$ cat src/rtl/nic_endpoint.sv
`default_nettype none
// ============================================================================
// Module   : nic_endpoint
// Purpose  : Processor-side NIC responder with one single-entry input channel
//            buffer (router -> processor) and one single-entry output channel
//            buffer (processor -> router), each with a full flag.
// Ports    :
//   clk, rst          - clock, asynchronous active-high reset
//   addr              - register select: 00 in_buf, 01 in status,
//                       10 out_buf, 11 out status
//   d_in / d_out      - processor store data / registered load data
//   nicEn, nicEnWr    - access enable, 1 = store / 0 = load
//   net_si/ri/di      - router -> NIC valid / ready / data
//   net_so/ro/do      - NIC -> router valid pulse / ready / data
//   net_polarity      - router VC phase; a packet leaves only when its
//                       top (VC) bit differs from the current polarity
// Revision : 1.0 - initial release
// ============================================================================
module nic_endpoint #(
  parameter int DATA_WIDTH = 64,
  parameter int ADDR_WIDTH = 2
) (
  input  logic                  clk,
  input  logic                  rst,
  input  logic [ADDR_WIDTH-1:0] addr,
  input  logic [DATA_WIDTH-1:0] d_in,
  output logic [DATA_WIDTH-1:0] d_out,
  input  logic                  nicEn,
  input  logic                  nicEnWr,
  input  logic                  net_si,
  output logic                  net_ri,
  input  logic [DATA_WIDTH-1:0] net_di,
  output logic                  net_so,
  input  logic                  net_ro,
  output logic [DATA_WIDTH-1:0] net_do,
  input  logic                  net_polarity
);

  localparam logic [ADDR_WIDTH-1:0] c_ADDR_IN_BUF  = ADDR_WIDTH'(0);
  localparam logic [ADDR_WIDTH-1:0] c_ADDR_IN_STS  = ADDR_WIDTH'(1);
  localparam logic [ADDR_WIDTH-1:0] c_ADDR_OUT_BUF = ADDR_WIDTH'(2);
  localparam logic [ADDR_WIDTH-1:0] c_ADDR_OUT_STS = ADDR_WIDTH'(3);

  logic [DATA_WIDTH-1:0] r_in_buf;
  logic                  r_in_full;
  logic [DATA_WIDTH-1:0] r_out_buf;
  logic                  r_out_full;
  logic [DATA_WIDTH-1:0] r_d_out;
  logic                  r_net_so;
  logic [DATA_WIDTH-1:0] r_net_do;

  logic                  w_load;
  logic                  w_store;
  logic                  w_drain;
  logic                  w_arrive;
  logic                  w_send;
  logic [DATA_WIDTH-1:0] w_load_data;

  assign w_load   = nicEn & ~nicEnWr;
  // A store only lands in an empty output buffer; a full buffer drops it.
  assign w_store  = nicEn & nicEnWr & (addr == c_ADDR_OUT_BUF) & ~r_out_full;
  assign w_drain  = w_load & (addr == c_ADDR_IN_BUF) & r_in_full;
  // Arrival requires an empty buffer, so it can never coincide with a drain;
  // a packet offered during a drain cycle is taken on the following edge.
  assign w_arrive = net_si & ~r_in_full;
  // Send requires out_full, so it can never coincide with an accepted store.
  assign w_send   = r_out_full & net_ro & (r_out_buf[DATA_WIDTH-1] != net_polarity);

  // Status reads use the pre-edge flag values.
  always_comb begin
    w_load_data = '0;
    case (addr)
      c_ADDR_IN_BUF:  w_load_data = r_in_buf;
      c_ADDR_IN_STS:  w_load_data = {{(DATA_WIDTH-1){1'b0}}, r_in_full};
      c_ADDR_OUT_STS: w_load_data = {{(DATA_WIDTH-1){1'b0}}, r_out_full};
      default:        w_load_data = '0;
    endcase
  end

  always_ff @(posedge clk or posedge rst) begin
    if (rst) begin
      r_in_buf   <= '0;
      r_in_full  <= 1'b0;
      r_out_buf  <= '0;
      r_out_full <= 1'b0;
      r_d_out    <= '0;
      r_net_so   <= 1'b0;
      r_net_do   <= '0;
    end else begin
      if (w_load) begin
        r_d_out <= w_load_data;
      end

      if (w_arrive) begin
        r_in_buf  <= net_di;
        r_in_full <= 1'b1;
      end else if (w_drain) begin
        r_in_full <= 1'b0;
      end

      if (w_store) begin
        r_out_buf  <= d_in;
        r_out_full <= 1'b1;
      end else if (w_send) begin
        r_out_full <= 1'b0;
      end

      // Clearing out_full on the send edge guarantees a one-cycle pulse.
      r_net_so <= w_send;
      if (w_send) begin
        r_net_do <= r_out_buf;
      end
    end
  end

  assign net_ri = ~r_in_full;
  assign d_out  = r_d_out;
  assign net_so = r_net_so;
  assign net_do = r_net_do;

endmodule
`default_nettype wire

$ cat config.mk
export PLATFORM = sky130hd
export DESIGN_NAME = nic_endpoint
export DESIGN_NICKNAME = d
export VERILOG_FILES = /design/src/rtl/nic_endpoint.sv
export SDC_FILE = /design/constraint.sdc
export NUM_CORES = 1
export LEC_CHECK = 0
export CORE_ASPECT_RATIO = 1.5
export CORE_MARGIN = 2
export CORE_UTILIZATION = 42
export DETAILED_ROUTE_END_ITERATION = 6
export GPL_TIMING_DRIVEN = 0
export PLACE_DENSITY = 0.71
export SYNTH_ARGS = -nofsm -noshare
export SYNTH_HDL_FRONTEND = slang
export SYNTH_SLANG_ARGS = --single-unit
$ cat constraint.sdc
create_clock -name clk -period 11.2 [get_ports clk]
set_input_delay 2.8 -clock clk [delete_from_list [all_inputs] [get_ports clk]]
set_output_delay 2.8 -clock clk [all_outputs]
set_load 0.005 [all_outputs]
==> impl_metrics.tcl <==
set metrics [dict create \
    grtUsageTotal 0.179 \
    avgRoutedWirePerCell_um 18.5 \
    syn_inst 564 \
    grt_pass1_vias 6414 \
    met2_usage 0.313 \
    post-cts-setup-buffers 0 \
    crit_type "register to primary output" \
    path_clk_slew_ps 60 \
    syn_to_final_growth_pct 40.2 \
    die_x_um 129 \
    drt_iter0_drc 193 \
    slowest_stage "clkdlybuf4s50_1" \
    grt_max_degree 131 \
    die_area_mm2 0.0247 \
    worst_ep_arrival_time_ps 1530 \
    multi_input_area_mm2 0.00307 \
    skew_ps 8.37 \
    clkSinkCount 259 \
    routed_via_density 4.84 \
    ys_seq_elements 259 \
    ir_worst_vdd_v 0.000145 \
    diodes 0 \
    cp_max_fo 3 \
    grt_overflow 0 \
    ant_nets 0 \
    fill_cells 1790 \
    die_h_um 191 \
    vias 5762 \
    antenna_found_initial 0 \
    max_stage_delay_ps 540 \
    cts_resized 0 \
    cellLeakagePower_nw 6.04 \
    nets 996 \
    port_buffers 266 \
    critPathLaunchType "register" \
    numCtsBuffers 25 \
    grtUsageMet3 0.0610 \
    io_pins 267 \
    holdCritPathClass "register to register" \
    clock.fmax_mhz 231 \
    post-place-cells 1147 \
    max-slew-margin-rel 0.545 \
    maxSlewViolCount 0 \
    ys_seq_area_frac 0.659 \
    yosysUniqueCellTypes 22 \
    cap_violations 0 \
    pre_cts_slack_ps 6500 \
    avgSynthCellArea_um2 17.5 \
    grt_first_pass_wirelength_um 34800 \
    drt_wl_total_um 22000 \
    finalCriticalPeriod_ps 4330 \
    use_met1 0.211 \
    cts_tree "done" \
    status "finished, final reports clean" \
    yosysWarningCount 0 \
    start_util 0.427 \
    drt-pass1-iter-count 4 \
    synth_area_mm2 0.00984 \
    required_ps 8400 \
    place_congestion 0.731 \
    setup.worst_path.end_class "primary output" \
    hold_buffers 0 \
    fin_ws_ps 6870 \
    setup_violations 0 \
    path_cells "inv_1, clkdlybuf4s50_1" \
    place_area_mm2 0.0130 \
    regArea_mm2 0.00648 \
    grt_setup_unrepaired "false" \
    powerDensity_mw_per_mm2 245 \
    cts_root_buf "clkbuf_16" \
    place_hpwl_um 15600 \
    worst_pin_slew_ps 683 \
    htreeDepth 1 \
    syn-num-nets 701 \
    cts_buffer_depth 3 \
    finalHoldViolations 0 \
    fp-row-count 68 \
    core_area_mm2 0.0231 \
    min_period_over_period 0.386 \
    clkLatencyLatePin_ps 510 \
    layout-drive-gt1-share 0.300 \
    drcViolationCount 0 \
    design_area_mm2 0.0138 \
    busiest_layer "met2" \
    power.total_mw 3.39 \
    instances_no_fill 1191 \
]
[metal layers]
layer	part of all wire	vias up	routed length, um
met5	0	-	0
met3	0.093	34	2050
met2	0.50	222	10900
met4	0.018	0	403
met1	0.39	2877	8650
li1	-	2629	-
[cell families after synthesis]
| logic type | share of synthesized area |
|---|---|
| flip-flops | 0.659 |
| multiplexers | 0.244 |
| AO/OA/AOI/OAI | 0.0589 |
| buffers and inverters | 0.0296 |
| AND/OR/NAND/NOR | 0.00839 |
| XOR/XNOR | 0.000890 |
[through the flow]
step | utilization | TNS [ps] | hold slack [ps]
floorplan | - | 0 | 462
finish | 0.598 | 0 | 479
global placement | 0.559 | -480160 | 469
global route | 0.598 | 0 | 498
CTS | 0.598 | 0 | 477
detailed placement | 0.562 | 0 | 475
[worst max-delay path: cells and delay by family, from the launching register on]
kind	cells	cell delay [ps]
buf+inv	2	620
flops	1	400
[Yosys cell counts, drive strengths merged]
cell    number  share of area
o21bai       1        0.00076
o22ai        1        0.00064
mux2       193           0.24
nor2         2         0.0024
a221oi       1        0.00089
a22o        63          0.056
nor2b        1        0.00064
and3         1        0.00064
clkbuf       5         0.0019
nor3         1         0.0017
nand2b       1        0.00064
xor2         1        0.00089
nand4b       1         0.0024
a21oi        1        0.00051
dfrtp      259           0.66
buf         28          0.026
inv          4         0.0015
[sequential cells by signal, summed over array words and instances, names as in the netlist]
signal / flops
r_in_buf: 64
d_out: 64
net_so: 1
net_do: 64
r_in_full: 1
r_out_full: 1
r_out_buf: 64
[cells in the final DEF, fill, tap and decap left out, drive strengths merged]
| cell | n |
|---|---|
| dfrtp | 259 |
| a221oi | 1 |
| clkinv | 2 |
| mux2 | 193 |
| nand4b | 1 |
| buf | 30 |
| inv | 4 |
| nor2 | 2 |
| o22ai | 1 |
| a21oi | 1 |
| nor2b | 1 |
| clkbuf | 44 |
| nor3 | 1 |
| a22o | 63 |
| clkdlybuf4s50 | 266 |
| o21bai | 1 |
| bufinv | 3 |
| and3 | 1 |
| xor2 | 1 |
| nand2b | 1 |
[layout make-up]
type | instances | area share
buffer | 33 | 0.0200
multi-input combinational | 268 | 0.222
inverter | 4 | 0.00163
tap | 315 | 0.0286
clock inverter | 5 | 0.00725
sequential | 259 | 0.470
clock buffer | 39 | 0.0535
timing repair buffer | 268 | 0.197
[where the power goes]
group          switching (mW)  internal [mW]
Sequential              0.201           1.32
Clock                   0.341          0.519
Combinational           0.292          0.709
[path summary, 6_finish.rpt]
| check | from | slack [ps] | endpoint | cells past startpoint |
|---|---|---|---|---|
| max in group asynchronous | rst | 7260 | d_out[5] | 4 |
| min in group asynchronous | rst | 2560 | net_so | 2 |
| max reg2reg | r_in_full | 9470 | r_in_buf[1] | 4 |
| max | r_in_full | 6870 | net_ri | 2 |
| min reg2reg | r_in_buf[51] | 480 | d_out[51] | 1 |
| min | r_in_buf[51] | 480 | d_out[51] | 1 |
Note: power is estimated with default switching activity, not from simulation.
